===== config.mk =====
export PLATFORM = sky130hd
export DESIGN_NAME = fifo_access_scheduler
export DESIGN_NICKNAME = d
export VERILOG_FILES = /design/src/rtl/fifo_access_scheduler.sv
export SDC_FILE = /design/constraint.sdc
export NUM_CORES = 1
export LEC_CHECK = 0
export ABC_CLOCK_PERIOD_IN_PS = 3270
export CAP_MARGIN = 20
export CORE_UTILIZATION = 25
export DETAILED_ROUTE_END_ITERATION = 6
export PLACE_DENSITY_LB_ADDON = 0.3
export REMOVE_ABC_BUFFERS = 1
export SLEW_MARGIN = 40
export SYNTH_ARGS = -nofsm -noshare
export SYNTH_HDL_FRONTEND = slang
export SYNTH_SLANG_ARGS = --single-unit

===== constraint.sdc =====
create_clock -name clk -period 3.27 [get_ports clk]
set_input_delay 0.4905 -clock clk [delete_from_list [all_inputs] [get_ports clk]]
set_output_delay 0.4905 -clock clk [all_outputs]
set_load 0.1 [all_outputs]

===== src/rtl/fifo_access_scheduler.sv =====
// Shares one edge-strobed BRAM sample FIFO between NUM_WR round-robin producers
// and a single playback consumer. Every access is an IDLE decision cycle plus one strobe cycle.
module fifo_access_scheduler #(
  parameter int WIDTH    = 16,
  parameter int DEPTH    = 512,
  parameter int NUM_WR   = 4,
  parameter int RD_GUARD = 3
) (
  input  logic                       clk,
  input  logic                       rst,
  input  logic [NUM_WR-1:0]          wr_req,
  input  logic [NUM_WR*WIDTH-1:0]    wr_data,
  output logic [NUM_WR-1:0]          wr_ack,
  input  logic                       rd_req,
  output logic                       rd_valid,
  output logic [WIDTH-1:0]           rd_data,
  output logic                       fifo_wr,
  output logic [WIDTH-1:0]           fifo_din,
  output logic                       fifo_rd,
  input  logic [WIDTH-1:0]           fifo_dout,
  output logic [$clog2(DEPTH+1)-1:0] count,
  output logic                       full,
  output logic                       empty
);

  localparam int CNT_W = $clog2(DEPTH + 1);
  localparam int PTR_W = (NUM_WR > 1) ? $clog2(NUM_WR) : 1;
  localparam int GRD_W = (RD_GUARD > 0) ? $clog2(RD_GUARD + 1) : 1;

  typedef enum logic [1:0] {IDLE, WR, RD} state_t;

  state_t            state, state_nxt;
  logic [PTR_W-1:0]  rr_ptr, rr_ptr_nxt, grant;
  logic [GRD_W-1:0]  guard;
  logic [NUM_WR-1:0] ack_q, ack_nxt;
  logic [WIDTH-1:0]  wr_word [NUM_WR];
  logic              any_wr, do_rd, do_wr;

  for (genvar g = 0; g < NUM_WR; g++) begin : g_unpack
    assign wr_word[g] = wr_data[g*WIDTH +: WIDTH];
  end

  // Cyclic search for the first requester at or after rr_ptr
  always_comb begin
    int j;
    logic [PTR_W-1:0] idx;
    grant      = '0;
    any_wr     = 1'b0;
    rr_ptr_nxt = rr_ptr;
    for (int k = 0; k < NUM_WR; k++) begin
      j = int'(rr_ptr) + k;
      if (j >= NUM_WR) j = j - NUM_WR;
      idx = PTR_W'(j);
      if (!any_wr && wr_req[idx]) begin
        grant  = idx;
        any_wr = 1'b1;
      end
    end
    j = int'(grant) + 1;
    if (j >= NUM_WR) j = 0;
    rr_ptr_nxt = PTR_W'(j);
  end

  assign do_rd = (state == IDLE) && rd_req && !empty && (guard == '0);
  assign do_wr = (state == IDLE) && !do_rd && any_wr && !full;

  always_comb begin
    state_nxt = IDLE;
    ack_nxt   = '0;
    if (do_rd) begin
      state_nxt = RD;
    end else if (do_wr) begin
      state_nxt      = WR;
      ack_nxt[grant] = 1'b1;
    end
  end

  always_ff @(posedge clk) begin
    if (rst) begin
      state    <= IDLE;
      ack_q    <= '0;
      count    <= '0;
      rr_ptr   <= '0;
      guard    <= '0;
      rd_data  <= '0;
      fifo_din <= '0;
    end else begin
      state <= state_nxt;
      ack_q <= ack_nxt;
      if (do_rd || do_wr) guard <= GRD_W'(RD_GUARD);
      else if (guard != '0) guard <= guard - GRD_W'(1);
      if (do_rd) begin
        rd_data <= fifo_dout;
        count   <= count - CNT_W'(1);
      end
      if (do_wr) begin
        fifo_din <= wr_word[grant];
        rr_ptr   <= rr_ptr_nxt;
        count    <= count + CNT_W'(1);
      end
    end
  end

  // A reset landing in the strobe cycle suppresses the handshake for that access
  assign fifo_wr  = (state == WR);
  assign fifo_rd  = (state == RD);
  assign wr_ack   = rst ? '0 : ack_q;
  assign rd_valid = fifo_rd && !rst;
  assign full     = (count == CNT_W'(DEPTH));
  assign empty    = (count == '0);

endmodule


==> run metrics, run 1 <==
Layout Nets=~580; final WL=approximately 8300 um; Die Area=approximately 12000 sq um; Final Hold Fails=0; Critical Path End Type=flip-flop; Post-synth EDFFs=0; gr usage total=around 14%; Sink Count=52; Post-Synth Simple-Gate Area=between 10% and 20%; via count=roughly 2800; P per Cell Area=approximately 1000 nW/um^2; GPL Wtd Cong=about 0.82; layout cell share with drive strength beyond 1=roughly 22%; Peak VDD IR=between 0.5 and 0.6 mV; Synth Area in Compound Gates=approximately 17%; H-tree depth=2; Pint=between 2 and 2.5 mW; clock root buffer=clkbuf_16; WL/cell=between 10 and 15 um; antenna cells=0; worst-margin pin slew=between 0.7 and 0.8 ns; most frequent cell after synthesis=nand2_1; first-pass GRT wire length=13000 um; vias in the first global route=between 2000 and 3000; Sw Pwr=2.46 mW; CTS clk-pin slew, worst paths=0.07 ns; critical path class=in2reg; mux contribution to synthesized area=around 14%; area leader, netlist=dfxtp_1; Yosys top cell area share=around 36%; setup ws final=around 0.12 ns; CORE AREA=about 11000 sq um; Final min period=~3.1 ns; DRT Pass-1 Iters=4; Critical Path AT=3.33 ns; Starting Density=between 20% and 30%; Synth Area in Adders=6.29%; largest net degree at the start of global routing=26; area added between synthesis and finish=58.6%; Final Cycle Share=approximately 96%; number of routed nets with antenna violations=0; CTS tree=done; commonest cells in the netlist=nand2_1 (67), dfxtp_1 (52), mux2i_1 (39); # Max-Cap Violations=0; DPL Wire Length=between 6000 and 7000 um; startpoint types=primary input; Tot Pwr=4.65 mW; Leakage=approximately 2.0 nW; Unique masters post-synth=44; FP Rows=38; Ys Warns=0; initial antenna violation count=0; top area cells in the synthesized netlist=dfxtp_1 (36%), mux2i_1 (13%), nand2_1 (8.7%), ha_1 (5.6%), a32o_1 (5.5%); register area share after synthesis=between 30% and 40%; Mapped Cells=approximately 330; worst r2r path cells=13; clock power share=around an eighth; CTS max path bufs=2; Hold Path Class=reg2reg; crit path max fanout=6; Relative slew margins=between 40% and 50%; Seq cells post-synth=52; post-synthesis average cell area=about 8.9 sq um; Initial DRC Count=75; ys flop type=dfxtp_1; Worst Skew=a little under 0.004 ns; cell area after synthesis=between 2000 and 3000 sq um; non-filler instance count after layout=roughly 620; num ports=about 140; Sequential Power Share=between 20% and 30%; Final Core Density=between 40% and 50%; Buffers on Ports=roughly 140; DP Cell Count=610; main combinational cell family by area after synthesis=simple AND/OR/NAND/NOR gates; CTS Buf Count=5; WHS Path Cells=2; Max Fclk=around 0.32 GHz; Async SR Flop Fraction=0%; Crit path required time=about 3.5 ns; detailed-route DRC error count=0; grt ovf=0; Die Y=roughly 110 um; Die Wd=approximately 110 um; Setup TNS=0 ns; outcome=complete, no violations; CTS Hold Bufs=0; Post-Synth XOR/XNOR Area=2.11%; setup slack, reg-to-reg=approximately 0.18 ns; final setup vio count=0; switching part of the total=approximately 53%; drt via density=~4.6; Comb pwr share=between 60 and 70%; max-slew violations=0; Place WS=-0.272 ns; worst-skew pair later-pin latency=about 0.29 ns
[cells in the final DEF (no fill, tap or decap), types with 2 or more instances in the layout]
master	n
a211oi_2	4
a21o_1	3
a21oi_1	24
a31oi_1	2
a32o_1	16
and2_1	6
buf_12	6
buf_2	30
buf_4	41
clkbuf_16	5
clkdlybuf4s50_1	86
dfxtp_1	52
ha_1	13
inv_1	6
inv_2	2
mux2_2	2
mux2i_1	39
nand2_1	67
nand2b_1	3
nor2_1	23
nor2b_1	11
nor4_4	2
o21ai_0	2
o22ai_1	2
xnor2_1	6
[path summary, 6_finish.rpt]
| kind | startpoint | to |
|---|---|---|
| worst max-delay path | wr_req[3] | count[9] |
| worst min register to register | rd_data[8] | rd_data[8] |
| worst max register to register | guard[0] | count[9] |
| worst min-delay path | rd_data[8] | rd_data[8] |
[per-layer routing]
layer | GRT usage, % | share of wire (%) | vias to the layer above
met2 | 25.1 | 47 | 121
met5 | 0 | 0 | -
met3 | 4.68 | 8.9 | 9
met1 | 15.6 | 42 | 1269
met4 | 4.57 | 1.7 | 0
li1 | - | - | 1444
[stage by stage]
stage	instance area, sq um	hold slack, ns
after floorplan	2770	0.456
final	4600	0.455
after global placement	4530	0.444
after detailed placement	4380	0.444
after global routing	4600	0.481
after CTS	4550	0.455
[final cells by class]
cell class / count / area, sq um
inverters: 8 / 30.0
clock inverters: 3 / 42.5
well taps: 140 / 175
clock buffers: 5 / 125
fillers: 1119 / 6470
flip-flops and latches: 52 / 1040
repair buffers: 163 / 1440
multi-input cells: 248 / 1750
[logic make-up (layout without fill, tap and decap cells)]
group,Yosys count,count (layout)
AOI/OAI and AO/OA,66,66
xor gates and xnor gates,7,7
adders and majority gates,14,14
buffers and inverters,27,179
DFF,52,52
muxes,41,41
and+or+nand+nor,120,120
[flip-flops by register name, indices dropped and copies added, names as in the netlist]
| register | count |
|---|---|
| rr_ptr | 2 |
| ack_q | 4 |
| rd_data | 16 |
| fifo_din | 16 |
| state | 2 |
| count | 10 |
| guard | 2 |
[power groups by stage]
stage	Clock, mW	Combinational, mW	Sequential (mW)
2_1_floorplan	0	1.24	2.01
3_3_place_gp	0	3.09	0.963
3_5_place_dp	0	3.05	0.970
4_1_cts	0.626	3.05	0.958
5_1_grt	0.649	3.29	0.994
6_report	0.603	3.08	0.963
[critical path: stages]
cell,delay (ns)
clkdlybuf4s50_1,0.47
nor4_4,0.33
nor3_1,0.10
and2_4,0.15
inv_2,0.10
ha_1,0.27
a211oi_2,0.25
o21bai_2,0.12
o41ai_2,0.38
o21ai_1,0.15
mux2i_1,0.17
mux2_2,0.34
[what timing repair did]
item | CTS | global route
setup buffers | 0 | 1
setup endpoints to repair | 0 | 2
resized for setup | 0 | 8
hold endpoints to repair | 0 | 0
Note: power is estimated with default switching activity, not from simulation.
==> run 2: changes to the inputs <==
--- a/config.mk
+++ b/config.mk
@@ -5,7 +5,7 @@
 export SDC_FILE = /design/constraint.sdc
 export NUM_CORES = 1
 export LEC_CHECK = 0
-export ABC_CLOCK_PERIOD_IN_PS = 3270
+export ABC_CLOCK_PERIOD_IN_PS = 3000
 export CAP_MARGIN = 20
 export CORE_UTILIZATION = 25
 export DETAILED_ROUTE_END_ITERATION = 6
==> constraint.sdc (replaced) <==
create_clock -name clk -period 3 [get_ports clk]
set_input_delay 0.45 -clock clk [delete_from_list [all_inputs] [get_ports clk]]
set_output_delay 0.45 -clock clk [all_outputs]
set_load 0.1 [all_outputs]
==> run 2 against run 1 <==
Clock power fell by 0.8%. Sequential power up 7%. First-iteration DRC count up 56%. Register-to-register slack got worse by 0.03 ns. Critical path depth is 3 higher. Core utilization is 2.7 points higher. Routed wire length is 4.3% higher. Setup slack improved by 0.0087 ns. Clock skew rose by 0.0063 ns. Cell count rose by 3.6%. Sequential cell count did not move. Critical path type unchanged.
==> run metrics, run 2 (synthesized netlist as in run 1, its figures left out) <==
FP Rows=38 (unchanged); P per Cell Area=1090 nW/um^2 (was 1010 nW/um^2); Buf+Inv Stages, Crit Path=6 (was 2); Max Fclk=~0.35 GHz; critical path cell sequence=clkdlybuf4s50_1 -> nor4_2 -> buf_4 -> nor3_4 -> and2_4 -> inv_4 -> ha_4 -> a211oi_2 -> o21bai_2 -> o41ai_4 -> buf_4 -> buf_4 -> buf_4 -> xor2_2 -> a211oi_2 (was clkdlybuf4s50_1 -> nor4_4 -> nor3_1 -> and2_4 -> inv_2 -> ha_1 -> a211oi_2 -> o21bai_2 -> o41ai_2 -> o21ai_1 -> mux2i_1 -> mux2_2); startpoint types=primary input (unchanged); layout cell share with drive strength beyond 1=27.1% (was 22.1%); Final Core Density=44.2% (was 41.6%); most frequent cells in the layout=buf_4 (92), clkdlybuf4s50_1 (84), nand2_1 (67) (was clkdlybuf4s50_1 (86), nand2_1 (67), dfxtp_1 (52)); CORE AREA=11100 sq um (unchanged); number of routed nets with antenna violations=0 (unchanged); Critical Path End Type=flip-flop (unchanged); first-pass GRT wire length=13300 um (was 13000 um); vias in the first global route=2886 (was 2776); CTS clk-pin slew, worst paths=0.06 ns (was 0.07 ns); Final Hold Fails=0 (unchanged); RSZ-0062 raised after global routing=true; Buffers on Ports=137 (unchanged); Crit path required time=3.16 ns (was 3.45 ns); Layout Nets=601 (was 579); Tot Pwr=5.35 mW (was 4.65 mW); Worst Skew=0.0103 ns (was 0.00393 ns); CTS Hold Bufs=0 (unchanged); detailed-route DRC error count=0 (unchanged); DP Area=4620 sq um (was 4380 sq um); DRT Pass-1 Iters=4 (unchanged); setup slack, reg-to-reg=0.15 ns (was 0.18 ns); worst r2r path cells=15 (was 13); Slowest-stage cell, CP=clkdlybuf4s50_1 (unchanged); antenna cells=0 (unchanged); CTS Buf Count=5 (unchanged); grt ovf=0 (unchanged); Final min period=between 2 and 3 ns; clock root buffer=clkbuf_16 (unchanged); H-tree depth=2 (unchanged); max-slew violations=0 (unchanged); setup ws final=0.131 ns (was 0.123 ns); worst-skew pair later-pin latency=0.30 ns (was 0.29 ns); Hold Path Class=reg2reg (unchanged); worst reg2reg path endpoint=count[7] (was count[9]); Die Y=110 um (unchanged); Relative slew margins=48.7% (was 46.7%); num ports=138 (unchanged); most common cell after layout, fill and taps aside=buf_4 (was clkdlybuf4s50_1); via count=2970 (was 2843); crit-path max cell delay=0.43 ns (was 0.47 ns); final WL=8630 um (was 8270 um); most used cell, CP=buf_4; Initial DRC Count=117 (was 75); outcome=complete, no violations (unchanged); Place WS=-0.494 ns (was -0.272 ns); # Max-Cap Violations=0 (unchanged); Die Wd=110 um (unchanged); Leakage=2.11 nW (was 1.99 nW); Worst path top cell family by delay=buffers and inverters (was compound AO/OA/AOI/OAI gates); area added between synthesis and finish=68.8% (was 58.6%); WHS Path Cells=2 (unchanged); Sink Count=52 (unchanged); WL/cell=13.5 um (was 13.4 um); Critical Path AT=3.02 ns (was 3.33 ns); Hold Path Sink=rd_data[14] (was rd_data[8]); gr usage total=14.5% (was 14.1%); Final Cycle Share=between 90% and 100%; Die Area=12000 sq um (unchanged); largest net degree at the start of global routing=29 (was 26); drt via density=4.63 (was 4.59); CTS tree=done (unchanged); Worst R2R Start=count[6] (was guard[0]); CTS max path bufs=2 (unchanged); worst-margin pin slew=0.770 ns (was 0.798 ns); Starting Density=26.2% (unchanged); Hold Crit Start=rd_data[14] (was rd_data[8]); design area=4900 sq um (was 4600 sq um); GPL Wtd Cong=0.811 (was 0.815); DPL Wire Length=6710 um (was 6500 um); biggest registers after layout=fifo_din x16, rd_data x16, count x10 (unchanged); Peak VDD IR=0.652 mV (was 0.553 mV); crit path max fanout=6 (unchanged); final setup vio count=0 (unchanged); initial antenna violation count=0 (unchanged); critical path class=in2reg (unchanged)
run 2: cell types whose count changed in the layout (fill, tap and decap cells not counted), moves of 2 or more:
cell / before / now
ha_4: 0 / 2
buf_2: 30 / 0
o21ai_2: 1 / 3
clkdlybuf4s50_1: 86 / 84
ha_1: 13 / 11
dfxtp_1: 52 / 50
buf_4: 41 / 92
run 2: how the worst max path moves through the flow:
stage	startpoint	to	depth (start not counted)
after floorplan	count[3]	count[9]	6
after global placement	wr_req[0]	count[9]	13
after detailed placement	wr_req[0]	count[9]	13
after CTS	wr_req[1]	count[9]	14
after global routing	count[6]	count[8]	13
final	wr_req[2]	count[7]	15
run 2: repair_timing:
action	in CTS	in global routing
setup buffers	2	1
endpoints found under the setup margin	2	3
cloned	0	0
resized for setup	8	15
hold endpoints to repair	0	0
pin swaps	4	8
run 2: area by class of cell:
type,instances,area [sq um]
clock buffers,7,143
clock inverters,1,7.51
fillers,1092,6180
inverters,8,32.5
multi-input cells,248,1800
flip-flops and latches,52,1050
well taps,140,175
repair buffers,185,1690
run 2: power breakdown:
group / switching [mW] / internal [mW]
registers: 0.140 / 0.894
clock network: 0.265 / 0.333
logic: 2.38 / 1.34
run 2: per-stage QoR:
stage	hold WS, ns	cells	TNS, ns
floorplan	0.456	308	-9.28
global placement	0.445	630	-0.965
detailed placement	0.450	630	-1.21
CTS	0.460	640	0
global route	0.492	641	-0.00320
finish	0.456	641	0
run 2: worst register-to-register path: stages, from the launching register on:
cell and delay, ns:
dfxtp_4 0.37, nor4_4 0.31, nand3_2 0.13, mux2i_1 0.16
and2_4 0.17, inv_4 0.05, buf_4 0.14, ha_1 0.33
o21ai_2 0.08, o21bai_2 0.22, o41ai_4 0.10, buf_4 0.14
buf_4 0.12, buf_4 0.13, xor2_2 0.14, a211oi_2 0.19
run 2: routing by layer:
layer  GRT usage (%)  up-vias  wire length, um
li1                -     1490                -
met1            14.5     1347             3370
met2            27.1      123             4280
met3            5.63       10              839
met4            4.76        0              141
met5               0        -                0
==> run 3: changes to the inputs <==
--- a/config.mk
+++ b/config.mk
@@ -5,8 +5,10 @@
 export SDC_FILE = /design/constraint.sdc
 export NUM_CORES = 1
 export LEC_CHECK = 0
+export ABC_AREA = 1
 export ABC_CLOCK_PERIOD_IN_PS = 3000
 export CAP_MARGIN = 20
+export CORE_ASPECT_RATIO = 0.6
 export CORE_UTILIZATION = 25
 export DETAILED_ROUTE_END_ITERATION = 6
 export PLACE_DENSITY_LB_ADDON = 0.3
==> run 3 against run 2 <==
Highest routed layer unchanged. Critical path depth shrank 1. Count of clock-buffer cells in the layout shrank 2. Sequential cell count is the same. Clock skew shrank 0.0023 ns.
==> run metrics, run 3 <==
outcome=complete, no violations (unchanged); final setup vio count=0 (unchanged); CTS Hold Bufs=0 (unchanged); drt via density=4.23 (was 4.63); post-synthesis average cell area=6.33 sq um (was 8.88 sq um); design area=5270 sq um (was 4900 sq um); top area cells in the synthesized netlist=dfxtp_1 (30%), nand2_1 (14%), nand3_1 (11%), inv_1 (10%), nor2_1 (6.5%) (was dfxtp_1 (36%), mux2i_1 (13%), nand2_1 (8.7%), ha_1 (5.6%), a32o_1 (5.5%)); max-slew violations=0 (unchanged); worst-margin pin slew=0.703 ns (was 0.770 ns); ys flop type=dfxtp_1 (unchanged); Buffers on Ports=137 (unchanged); Crit path required time=3.19 ns (was 3.16 ns); Max Fclk=0.359 GHz (was 0.349 GHz); via count=3769 (was 2970); layout cell share with drive strength beyond 1=15.9% (was 27.1%); # Max-Cap Violations=0 (unchanged); Final min period=2.78 ns (was 2.87 ns); Sink Count=52 (unchanged); initial antenna violation count=0 (unchanged); Mapped Cells=553 (was 327); first-pass GRT wire length=17000 um (was 13300 um); Worst path top cell family by delay=compound AO/OA/AOI/OAI gates (was buffers and inverters); Seq cells post-synth=52 (unchanged); number of routed nets with antenna violations=0 (unchanged); DRT Pass-1 Iters=7 (was 4); RSZ-0062 raised after global routing=false (was true); critical path class=reg2reg (was in2reg); Unique masters post-synth=29 (was 44); area leader, netlist=dfxtp_1 (unchanged); detailed-route DRC error count=0 (unchanged); Starting Density=25.6% (was 26.2%); Slowest-stage cell, CP=dfxtp_1 (was clkdlybuf4s50_1); crit path max fanout=9 (was 6); crit-path max cell delay=0.51 ns (was 0.43 ns); CTS clk-pin slew, worst paths=0.07 ns (was 0.06 ns); Ys Warns=0 (unchanged); DP Area=5090 sq um (was 4620 sq um); FP Rows=33 (was 38); CTS tree=done (unchanged); Layout Nets=798 (was 601); cell area after synthesis=3500 sq um (was 2900 sq um); most frequent cell after synthesis=nand2_1 (unchanged); CORE AREA=13700 sq um (was 11100 sq um); setup bufs post-CTS=0 (was 2); clock root buffer=clkbuf_16 (unchanged); Worst Skew=0.00795 ns (was 0.0103 ns); commonest cells in the netlist=nand2_1 (130), inv_1 (97), nand3_1 (80) (was nand2_1 (67), dfxtp_1 (52), mux2i_1 (39)); Hold Path Class=reg2reg (unchanged); vias in the first global route=3557 (was 2886); Yosys top cell area share=29.7% (was 35.9%); worst-skew pair later-pin latency=0.29 ns (was 0.30 ns); critical path cell sequence=inv_2 -> nand2_1 -> nand2_2 -> o21ai_1 -> nand3b_1 -> nand2_2 -> buf_4 -> ha_1 -> a21oi_1 -> o21ai_0 -> a21oi_1 -> nand3_1 -> a21oi_1 -> nor2_1 (was clkdlybuf4s50_1 -> nor4_2 -> buf_4 -> nor3_4 -> and2_4 -> inv_4 -> ha_4 -> a211oi_2 -> o21bai_2 -> o41ai_4 -> buf_4 -> buf_4 -> buf_4 -> xor2_2 -> a211oi_2); GPL Wtd Cong=0.901 (was 0.811); WL/cell=11.4 um (was 13.5 um); Critical Path End Type=flip-flop (unchanged); cts repair resizes=0 (was 8); most used cell, CP=a21oi_1 (was buf_4); biggest registers after layout=fifo_din x16, rd_data x16, count x10 (unchanged); Final Core Density=38.6% (was 44.2%); Final Cycle Share=92.8% (was 95.6%); H-tree depth=2 (unchanged); most frequent cells in the layout=nand2_1 (130), inv_1 (97), clkdlybuf4s50_1 (86) (was buf_4 (92), clkdlybuf4s50_1 (84), nand2_1 (67)); Async SR Flop Fraction=0% (unchanged); DPL Wire Length=7820 um (was 6710 um); gr usage total=14.4% (was 14.5%); grt ovf=0 (unchanged); final WL=10100 um (was 8630 um); register area share after synthesis=29.7% (was 35.9%); Die Y=93.7 um (was 110 um); Critical Path AT=2.97 ns (was 3.02 ns); Relative slew margins=53.0% (was 48.7%); CTS Buf Count=5 (unchanged); CTS max path bufs=2 (unchanged); hold slack=0.475 ns (was 0.456 ns); antenna cells=0 (unchanged); Final Hold Fails=0 (unchanged); Initial DRC Count=125 (was 117); num ports=138 (unchanged); Post-synth EDFFs=0 (unchanged); Die Wd=155 um (was 110 um); largest net degree at the start of global routing=36 (was 29); Die Area=14500 sq um (was 12000 sq um); most common cell after layout, fill and taps aside=nand2_1 (was buf_4); startpoint types=flip-flop (was primary input); area added between synthesis and finish=50.4% (was 68.8%); Buf+Inv Stages, Crit Path=2 (was 6)
-- run 3: changes by cell type in the layout (fill, tap and decap cells not counted), moves of 6 or more --
cell      previous run  this run
buf_4               92        70
inv_1                6        97
mux2i_1             39         0
o21ai_0              1        11
nand2_1             67       130
o21ai_1              0         6
nor2_1              23        60
nor2b_1             11         0
nand3_1              0        80
nand3_2              1        11
nand3b_1             0        17
a32o_1              16         0
-- run 3: path summary, 6_finish.rpt --
kind	from	end	slack, ns	cells after the start
min	rd_data[3]	rd_data[3]	0.47	2
max	rr_ptr[0]	count[9]	0.22	14
min reg2reg	rd_data[3]	rd_data[3]	0.47	2
max reg2reg	rr_ptr[0]	count[9]	0.22	14
-- run 3: metrics by stage --
stage | TNS, ns | instances | setup slack [ns]
finish | 0 | 890 | 0.217
global placement | 0 | 882 | 0.0126
floorplan | -3.49 | 528 | -0.646
CTS | 0 | 890 | 0.185
detailed placement | -0.0571 | 882 | -0.0289
global route | 0 | 890 | 0.0242
-- run 3: cell families (layout without fill, tap and decap cells) --
logic type,after synthesis,in the layout,share of synthesized area (%)
simple gates,311,311,41.3
buf+inv,126,271,15.5
xor+xnor,8,8,2.00
fa+ha+maj,14,14,5.22
compound gates,42,42,6.22
flops,52,52,29.7
-- run 3: worst reg2reg max path, stage by stage, from the launching register on --
cell and delay (ns):
dfxtp_1 0.51, inv_2 0.14, nand2_1 0.10, nand2_2 0.09, o21ai_1 0.22, nand3b_1 0.16
nand2_2 0.11, buf_4 0.18, ha_1 0.32, a21oi_1 0.20, o21ai_0 0.11, a21oi_1 0.20
nand3_1 0.13, a21oi_1 0.16, nor2_1 0.05
-- run 3: final cells by class --
| type | instances | area (sq um) |
|---|---|---|
| clock buffers | 5 | 125 |
| well taps | 192 | 240 |
| multi-input cells | 375 | 1930 |
| flip-flops and latches | 52 | 1040 |
| clock inverters | 3 | 42.5 |
| fillers | 1454 | 8400 |
| inverters | 101 | 382 |
| repair buffers | 162 | 1510 |
-- run 3: routing by layer --
metal | GRT usage [%] | vias to the layer above | share of wire, %
met5 | 0 | - | 0
met4 | 2.15 | 0 | 0.54
met3 | 3.14 | 6 | 5.4
met2 | 23.5 | 101 | 43
met1 | 19.8 | 1665 | 51
li1 | - | 1997 | -
Power of run 3 is left out: the tool's default activity adds up to more than one toggle a clock period on the data nets, which glitch-free logic cannot reach.
